[src/rtl/sigma_pkg.sv]
// Shared definitions for the sigma_cpu core: opcodes, sequencer states,
// condition-code bit indices and instruction field positions.
package sigma_pkg;

    localparam logic [6:0] OP_AI   = 7'h20;
    localparam logic [6:0] OP_LI   = 7'h22;
    localparam logic [6:0] OP_WAIT = 7'h2E;
    localparam logic [6:0] OP_AW   = 7'h30;
    localparam logic [6:0] OP_CW   = 7'h31;
    localparam logic [6:0] OP_LW   = 7'h32;
    localparam logic [6:0] OP_BCR  = 7'h68;
    localparam logic [6:0] OP_BCS  = 7'h69;

    typedef enum logic [2:0] {
        ST_FETCH    = 3'd0,
        ST_INDIRECT = 3'd1,
        ST_OPERAND  = 3'd2,
        ST_EXEC     = 3'd3,
        ST_HALT     = 3'd4
    } state_t;

    // CC is held as [3:0] with CC1 in the MSB so it lines up with the
    // 4-bit R mask used by BCR/BCS.
    localparam int CC1 = 3;
    localparam int CC2 = 2;
    localparam int CC3 = 1;
    localparam int CC4 = 0;

    // Field positions in LSB-0 numbering (Sigma bit n maps to bit 31-n).
    localparam int F_I      = 31;
    localparam int F_OP_HI  = 30;
    localparam int F_OP_LO  = 24;
    localparam int F_R_HI   = 23;
    localparam int F_R_LO   = 20;
    localparam int F_X_HI   = 19;
    localparam int F_X_LO   = 17;
    localparam int F_REF_HI = 16;
    localparam int F_IMM_HI = 19;

    function automatic logic is_mem_op(input logic [6:0] op);
        return (op == OP_LW) || (op == OP_AW) || (op == OP_CW);
    endfunction

    function automatic logic is_imm_op(input logic [6:0] op);
        return (op == OP_LI) || (op == OP_AI);
    endfunction

    function automatic logic is_branch_op(input logic [6:0] op);
        return (op == OP_BCR) || (op == OP_BCS);
    endfunction

    function automatic logic is_impl_op(input logic [6:0] op);
        return is_mem_op(op) || is_imm_op(op) || is_branch_op(op) || (op == OP_WAIT);
    endfunction

endpackage

[src/rtl/sigma_regfile.sv]
// 16x32 general register file: two combinational read ports (R and X),
// one synchronous write port, asynchronous clear on reset.
module sigma_regfile (
    input  logic        clock,
    input  logic        reset,
    input  logic [3:0]  r_idx,
    input  logic [2:0]  x_idx,
    output logic [31:0] r_val,
    output logic [31:0] x_val,
    input  logic        we,
    input  logic [3:0]  wa,
    input  logic [31:0] wd
);

    logic [31:0] regs [16];

    assign r_val = regs[r_idx];
    assign x_val = regs[{1'b0, x_idx}];

    always_ff @(posedge clock or negedge reset) begin
        if (!reset) begin
            for (int i = 0; i < 16; i++) begin
                regs[i] <= '0;
            end
        end else if (we) begin
            regs[wa] <= wd;
        end
    end

endmodule

[src/rtl/sigma_cpu.sv]
// Sigma-style 32-bit CPU core: FETCH/INDIRECT/OPERAND/EXEC/HALT sequencer
// over a read-only instruction subset. Optional trapping: SIGMA_TRAP_EN.
module sigma_cpu
    import sigma_pkg::*;
(
    input  logic         clock,
    input  logic         reset,
    input  logic [0:31]  data_in,
    output logic [15:31] address
);

    logic [31:0] p;
    logic [16:0] q;
    logic [31:0] c;
    logic [6:0]  o;
    logic [3:0]  cc;
    logic        ende;
    logic        trap;

    logic [3:0]  r_fld;
    logic [19:0] imm;
    logic [16:0] ea;
    state_t      state, state_next;

    logic [31:0] word;
    logic [6:0]  f_op;
    logic        f_i;
    logic [2:0]  f_x;
    logic [16:0] f_ref;
    logic [16:0] ea_fetch;

    logic [31:0] r_val, x_val;
    logic        we;
    logic [31:0] result;
    logic [3:0]  cc_next;
    logic        take;

    assign word  = data_in;
    assign f_op  = word[F_OP_HI:F_OP_LO];
    assign f_i   = word[F_I];
    assign f_x   = word[F_X_HI:F_X_LO];
    assign f_ref = word[F_REF_HI:0];

    // Indirect references use the raw reference field; indexing applies
    // only to direct references.
    assign ea_fetch = (f_i || (f_x == 3'd0)) ? f_ref : f_ref + x_val[16:0];

    sigma_regfile u_regfile (
        .clock (clock),
        .reset (reset),
        .r_idx (r_fld),
        .x_idx (f_x),
        .r_val (r_val),
        .x_val (x_val),
        .we    (we),
        .wa    (r_fld),
        .wd    (result)
    );

    always_comb begin
        state_next = state;
        case (state)
            ST_FETCH: begin
                if (is_imm_op(f_op) || (f_op == OP_WAIT) || !is_impl_op(f_op))
                    state_next = ST_EXEC;
                else if (f_i)
                    state_next = ST_INDIRECT;
                else if (is_mem_op(f_op))
                    state_next = ST_OPERAND;
                else
                    state_next = ST_EXEC;
            end
            ST_INDIRECT: state_next = is_mem_op(o) ? ST_OPERAND : ST_EXEC;
            ST_OPERAND:  state_next = ST_EXEC;
            ST_EXEC: begin
                if (o == OP_WAIT)
                    state_next = ST_HALT;
`ifdef SIGMA_TRAP_EN
                else if (!is_impl_op(o))
                    state_next = ST_HALT;
`endif
                else
                    state_next = ST_FETCH;
            end
            ST_HALT:     state_next = ST_HALT;
            default:     state_next = ST_FETCH;
        endcase
    end

    always_comb begin
        case (state)
            ST_INDIRECT, ST_OPERAND: address = ea;
            default:                 address = p[18:2];
        endcase
    end

    // Execute datapath: one adder serves AI and AW, CW uses signed compares.
    logic [31:0] sext;
    logic [31:0] opd;
    logic [32:0] sum;
    logic        ovf;

    always_comb begin
        sext    = {{12{imm[F_IMM_HI]}}, imm};
        opd     = is_imm_op(o) ? sext : c;
        sum     = {1'b0, r_val} + {1'b0, opd};
        ovf     = (r_val[31] == opd[31]) && (sum[31] != r_val[31]);
        result  = sum[31:0];
        we      = 1'b0;
        cc_next = cc;
        take    = 1'b0;
        case (o)
            OP_LI: result = sext;
            OP_LW: result = c;
            default: result = sum[31:0];
        endcase
        if (state == ST_EXEC) begin
            case (o)
                OP_LI, OP_LW: begin
                    we           = 1'b1;
                    cc_next[CC3] = !result[31] && (result != 32'd0);
                    cc_next[CC4] = result[31];
                end
                OP_AI, OP_AW: begin
                    we           = 1'b1;
                    cc_next[CC1] = sum[32];
                    cc_next[CC2] = ovf;
                    cc_next[CC3] = !result[31] && (result != 32'd0);
                    cc_next[CC4] = result[31];
                end
                OP_CW: begin
                    cc_next[CC1] = 1'b0;
                    cc_next[CC2] = 1'b0;
                    cc_next[CC3] = $signed(r_val) > $signed(c);
                    cc_next[CC4] = $signed(r_val) < $signed(c);
                end
                OP_BCR:  take = ((cc & r_fld) == 4'd0);
                OP_BCS:  take = ((cc & r_fld) != 4'd0);
                default: ;
            endcase
        end
    end

    always_ff @(posedge clock or negedge reset) begin
        if (!reset) begin
            state <= ST_FETCH;
            p     <= '0;
            q     <= '0;
            c     <= '0;
            o     <= '0;
            cc    <= '0;
            r_fld <= '0;
            imm   <= '0;
            ea    <= '0;
            ende  <= 1'b0;
        end else begin
            state <= state_next;
            ende  <= (state_next == ST_EXEC);
            case (state)
                ST_FETCH: begin
                    c     <= word;
                    o     <= f_op;
                    r_fld <= word[F_R_HI:F_R_LO];
                    imm   <= word[F_IMM_HI:0];
                    ea    <= ea_fetch;
                    p     <= p + 32'd4;
                    q     <= q + 17'd1;
                end
                ST_INDIRECT: ea <= word[F_REF_HI:0];
                ST_OPERAND:  c  <= word;
                ST_EXEC: begin
                    cc <= cc_next;
                    if (take) begin
                        p <= {13'd0, ea, 2'b00};
                        q <= ea;
                    end
                end
                default: ;
            endcase
        end
    end

`ifdef SIGMA_TRAP_EN
    always_ff @(posedge clock or negedge reset) begin
        if (!reset)
            trap <= 1'b0;
        else if ((state == ST_EXEC) && !is_impl_op(o))
            trap <= 1'b1;
    end
`else
    assign trap = 1'b0;
`endif

endmodule

[config.mk]
export PLATFORM = sky130hd
export DESIGN_NAME = sigma_cpu
export DESIGN_NICKNAME = d
export VERILOG_FILES = /design/src/rtl/sigma_pkg.sv /design/src/rtl/sigma_regfile.sv /design/src/rtl/sigma_cpu.sv
export SDC_FILE = /design/constraint.sdc
export NUM_CORES = 1
export LEC_CHECK = 0
export CAP_MARGIN = 20
export CORE_MARGIN = 2
export CORE_UTILIZATION = 50
export DETAILED_ROUTE_END_ITERATION = 12
export PLACE_DENSITY = 0.68
export SLEW_MARGIN = 10
export SYNTH_ARGS = -nofsm -noshare
export SYNTH_HDL_FRONTEND = slang
export SYNTH_SLANG_ARGS = --single-unit
[constraint.sdc]
create_clock -name clock -period 8.46 [get_ports clock]
set_input_delay 1.269 -clock clock [delete_from_list [all_inputs] [get_ports clock]]
set_output_delay 1.269 -clock clock [all_outputs]
set_load 0.005 [all_outputs]
==> results of run 1 <==
critical path, stage by stage (launching register included):
cell	delay, ns
dfrtp_4	0.85
buf_12	0.57
mux4_2	0.58
mux4_2	0.55
ha_1	0.42
a21o_1	0.24
a21o_1	0.18
a21oi_1	0.36
o21ai_1	0.18
a21oi_1	0.17
o21ai_0	0.09
a31oi_1	0.35
o21bai_1	0.15
xor2_1	0.16
a221oi_2	0.93
nand4_1	0.25
nor4_1	0.33
nor2_1	0.08
path summary, 6_finish.rpt:
check | endpoint | slack [ns] | depth (start not counted)
worst max-delay path | cc[1] | 1.85 | 17
worst max register to register | cc[1] | 1.85 | 17
worst min-delay path | u_regfile.regs[182] | 0.48 | 2
worst min register to register | u_regfile.regs[182] | 0.48 | 2
min in group asynchronous | u_regfile.regs[2] | 0.62 | 1
max in group asynchronous | c[29] | 6.45 | 2
per-layer routing:
metal / vias up / track usage (%) / share of wire, %
met2: 956 / 45.55 / 47
met1: 12200 / 38.10 / 41
met4: 2 / 12.44 / 4.0
met5: - / 0 / 0.021
met3: 209 / 5.230 / 7.4
li1: 10920 / - / -
through the flow:
step / total power, W / hold slack, ns / std cells / util, % / setup slack, ns
3_3_place_gp: 0.008536 / 0.4556 / 3803 / 52.48 / 1.945
6_report: 0.01171 / 0.4751 / 3923 / 56.05 / 1.847
5_1_grt: 0.01236 / 0.4870 / 3923 / 56.05 / 1.323
3_5_place_dp: 0.008694 / 0.4646 / 3804 / 52.49 / 1.871
2_1_floorplan: 0.007173 / 0.4403 / 3094 / - / 2.135
4_1_cts: 0.01168 / 0.4777 / 3918 / 55.99 / 1.825
cells by family after synthesis:
group	after synthesis
buf+inv	295
flops	616
simple gates	920
compound gates	861
xor+xnor	39
mux	282
fa+ha+maj	81
sequential cells by signal (all words and copies together) (netlist names):
name / count
ea: 17
u_regfile.regs: 512
state: 3
o: 7
imm: 20
p: 17
c: 32
r_fld: 4
cc: 4
synth_stat cells (all sizes together), types with 10 or more instances:
master | n | area, um^2
a221oi | 15 | 150.1
mux2 | 83 | 934.7
nand3 | 29 | 145.1
nor3 | 14 | 70.07
nor2b | 12 | 75.07
a211oi | 13 | 97.59
buf | 35 | 175.2
mux4 | 188 | 4238
a22oi | 13 | 125.1
nor2 | 85 | 319.1
xnor2 | 30 | 270.3
ha | 78 | 975.9
and2 | 18 | 112.6
nand2b | 10 | 62.56
inv | 64 | 240.2
o21ai | 564 | 2826
a31oi | 13 | 81.33
and3 | 17 | 106.4
nand2 | 679 | 2551
clkbuf | 196 | 735.7
dfrtp | 616 | 15410
a21o | 44 | 330.3
a21oi | 119 | 599.3
mux2i | 11 | 110.1
nand4 | 15 | 93.84
where the power goes:
group          switching (W)  total, W  internal (W)
Sequential          0.000629   0.00422       0.00359
Combinational        0.00269   0.00452       0.00183
Clock                0.00121   0.00296       0.00175
area by class of cell:
| class | count | area [um^2] |
|---|---|---|
| Fill cell | 5275 | 27770 |
| Tap cell | 846 | 1059 |
| Sequential cell | 616 | 15430 |
| Multi-Input combinational cell | 2183 | 15570 |
| Inverter | 64 | 240.2 |
| Clock buffer | 91 | 1921 |
| Timing Repair Buffer | 100 | 920.9 |
| Clock inverter | 23 | 287.8 |
==> impl_metrics.ini, run 1 <==
[outcome]
run_status = finished, final reports clean

[critical_path]
worstSetupPathType = reg -> reg
critical_path.startpoint = r_fld[0]
worstPathMaxFanout = 72
critPathLaunchType = flop
r2r-start = r_fld[0]
end_kind = flop
critPathRequiredTime_ns = 8.95
arrival_ns = 7.11

[timing]
fin_crit_ns = 6.613
relSlewSlack_pct = 23.22
tightestPinTransition_ns = 1.152
rsz0062_at_grt = no
fin_tns_setup_ns = 0
hold_viol = 0
period_share_pct = 78.17
setup_viol = 0
maxSlewViolCount = 0
skew_ns = 0.02139
max_freq_mhz = 151.2

[floorplan]
initial_core_util_pct = 50.61
core_mm2 = 0.06320
die_y_um = 256.9
fp.dieW_um = 256.9
pin_count = 51
fp-row-count = 92
die_area_mm2 = 0.06600

[synthesis]
ys.flop_type = dfrtp_1
synthesis.nets = 3208
seq_area_frac_synth_pct = 48.20
syn_inst = 3094
synth-edff-count = 0
syn-cell-area_mm2 = 0.03198
synthAdderAreaFrac_pct = 3.208
synth_top_family_by_area = multiplexers
ys_seq_elements = 616
ys_warn_count = 0
synth-async-reset-ratio_pct = 100.0
synth_compound_area_share_pct = 15.29
synth_simple_gate_area_share_pct = 12.10
yosysUniqueCellTypes = 89
synth_mux_area_share_pct = 16.52
avgSynthCellArea_um2 = 10.34
synth-xor-area-share_pct = 1.092

[global_routing]
grt_pass1_vias = 24350
track_usage_pct = 28.40
antenna_found_initial = 1
grt_pass1_wl_mm = 144.1
grt-ovfl-total = 0
grt_start_max_net_pins = 172

[routing]
drc = 0
wire_per_inst_um = 23.50
dr.first_iter.drc_count = 2418
via_per_inst = 6.191
routed_wl_mm = 92.21
drtPass1Iterations = 5
ant_nets = 0
num_vias = 24290

[placed_design]
postPlaceCellArea_mm2 = 0.03317
numPortBuffers = 50
dp_hpwl_mm = 56.75
finalWeightedCongestion = 1.004

[cts]
postCtsSetupRepairBufs = 0
postCtsHoldBufs = 0
clk_latency_ns = 0.62
ctsResizeCount = 0
cts_root_buf = clkbuf_16
cts.sinks = 616
clock_path_buffers = 3
cts_inserted_buffers = 67
cts.clk_slew.worst_paths_ns = 0.06
cts_tree = done
ctsHtreeMaxLevel = 3

[final_layout]
area_delta_synth_final_pct = 10.77
stdcell_area_mm2 = 0.03542
layout-drive-gt1-share_pct = 15.60
nNetsFinal = 3146
final_common_cell = nand2_1
n_antenna_cell = 0
layout_common_cells = nand2_1 (662), dfrtp_1 (612), o21ai_0 (525)

[worst_hold_path]
hp-start = u_regfile.regs[182]
hold_class = reg -> reg

[pwr]
vdd_drop_max_mv = 0.2125
power.density_mw_per_mm2 = 330.5
leakage_nw = 15.90

[flow_run]
drv_cap = 0
No activity file was read; power rests on OpenSTA's default activity.
==> run 2: changes to the inputs <==
Settings changed: PLACE_DENSITY 0.68 to 0.71.
Clock period 8.46 ns to 5.72 ns, I/O delays scaled along.
==> impl_metrics.ini, run 2 (synthesized netlist as in run 1, its figures left out) <==
[cts]
cts_root_buf = clkbuf_16
ctsHtreeMaxLevel = 3
clk_latency_ns = 0.64
cts.sinks = 616
cts_inserted_buffers = 68
cts.clk_slew.worst_paths_ns = 0.07
cts_tree = done
postCtsHoldBufs = 0
clock_path_buffers = 3

[floorplan]
fp.dieW_um = 256.9
core_mm2 = 0.06320
pin_count = 51
initial_core_util_pct = 50.61
die_area_mm2 = 0.06600
fp-row-count = 92
die_y_um = 256.9

[routing]
num_vias = 25150
routed_wl_mm = 96.54
drtPass1Iterations = 6
wire_per_inst_um = 24.27
ant_nets = 0
via_per_inst = 6.322
dr.first_iter.drc_count = 2689
drc = 0

[global_routing]
grt_pass1_wl_mm = 149.9
grt_start_max_net_pins = 184
grt_pass1_vias = 24970
track_usage_pct = 29.68
antenna_found_initial = 2
grt-ovfl-total = 0

[critical_path]
arrival_ns = 6.04
critPathLaunchType = flop
cp_num_buf_inv = 3
cp_top_family = compound AO/OA/AOI/OAI gates
slowest_stage = mux4_2
critPathRequiredTime_ns = 6.24
worstPathMaxFanout = 10
path_cells = buf_12 > buf_12 > buf_4 > mux4_2 > mux4_2 > ha_1 > a21o_1 > a21o_1 > a211oi_1 > o21ai_0 > o211ai_1 > o2bb2ai_1 > a221oi_1 > a21bo_2 > or2_2 > or4_1 > nor4_1 > nor2_1
worstSetupPathType = reg -> reg
end_kind = flop
slowest_delay_ns = 0.57

[final_layout]
layout-drive-gt1-share_pct = 17.08
layout_common_cells = nand2_1 (662), dfrtp_1 (612), o21ai_0 (525)
regArea_mm2 = 0.01543
final_common_cell = nand2_1
nNetsFinal = 3195
largest_register_ffs = 512
nFillCells = 5149
top_register = u_regfile.regs
area_delta_synth_final_pct = 12.37
stdcell_area_mm2 = 0.03594
largestRegisters = u_regfile.regs x512, c x32, imm x20
n_antenna_cell = 0
multi_input_area_mm2 = 0.01557

[pwr]
power.density_mw_per_mm2 = 499.4
leakage_nw = 16.14
vdd_drop_max_mv = 0.2752

[timing]
period_share_pct = 96.64
fin_tns_setup_ns = 0
relSlewSlack_pct = 30.06
skew_ns = 0.03880
max_freq_mhz = 180.9
hold_viol = 0
fin_crit_ns = 5.528
setup_viol = 0
rsz0062_at_grt = no
maxSlewViolCount = 0
tightestPinTransition_ns = 1.049

[placed_design]
numPortBuffers = 50
dp_hpwl_mm = 61.91
postPlaceCellArea_mm2 = 0.03355
finalWeightedCongestion = 0.9514

[worst_hold_path]
hold_class = in -> async

[outcome]
run_status = finished, final reports clean

[flow_run]
drv_cap = 0
run 2: changes by cell type in the layout (fill, tap and decap cells not counted), sizes merged:
cell      previous run  this run
buf                 52       101
clkbuf              92        99
clkinvlp             1         2
bufinv               5         6
inv                 68        65
run 2: through the flow:
| step | util (%) | power, W | instances | worst slack, ns | hold slack, ns |
|---|---|---|---|---|---|
| after floorplan | - | 0.01062 | 3094 | 0.008304 | 0.4403 |
| after global placement | 53.08 | 0.01302 | 3852 | 0.1539 | 0.4564 |
| after detailed placement | 53.08 | 0.01323 | 3852 | -0.01609 | 0.4637 |
| after CTS | 56.74 | 0.01782 | 3973 | 0.03643 | 0.3718 |
| after global routing | 56.86 | 0.01886 | 3978 | 0.03983 | 0.4082 |
| final | 56.86 | 0.01794 | 3978 | 0.1921 | 0.2600 |
run 2: path summary, 6_finish.rpt:
kind / from / to / slack (ns) / cells after the start
min in group clock: u_regfile.regs[305] / u_regfile.regs[305] / 0.48 / 2
worst max-delay path: r_fld[0] / cc[1] / 0.19 / 18
worst min register to register: u_regfile.regs[305] / u_regfile.regs[305] / 0.48 / 2
worst min-delay path: reset / u_regfile.regs[118] / 0.26 / 1
max in group asynchronous: reset / u_regfile.regs[347] / 3.98 / 2
worst max register to register: r_fld[0] / cc[1] / 0.19 / 18
run 2: cell type report:
cell class,count,share of cell area [%]
tap,846,2.946
multi-input combinational,2183,43.32
inverter,64,0.6685
timing repair buffer,148,3.705
sequential,616,42.93
clock buffer,99,5.567
clock inverter,22,0.8635
run 2: metal layers:
layer | global-route usage, % | vias up | routed length [um] | share of wire [%]
met5 | 0 | - | 26 | 0.027
li1 | - | 11020 | - | -
met4 | 13.05 | 4 | 4535 | 4.7
met2 | 48.19 | 1176 | 46060 | 48
met1 | 39.70 | 12690 | 38880 | 40
met3 | 4.846 | 263 | 7045 | 7.3
run 2: repair_timing:
action | 4_1_cts | 5_1_grt
endpoints found under the hold margin | 0 | 0
setup endpoints to repair | 1 | 38
pin swaps | 0 | 2
gates resized for setup | 1 | 5
setup buffers | 0 | 5
run 2: power by group:
group          internal, W  switching, W
sequential         0.00532      0.000837
clock              0.00271       0.00185
combinational      0.00295       0.00428
total               0.0110       0.00697
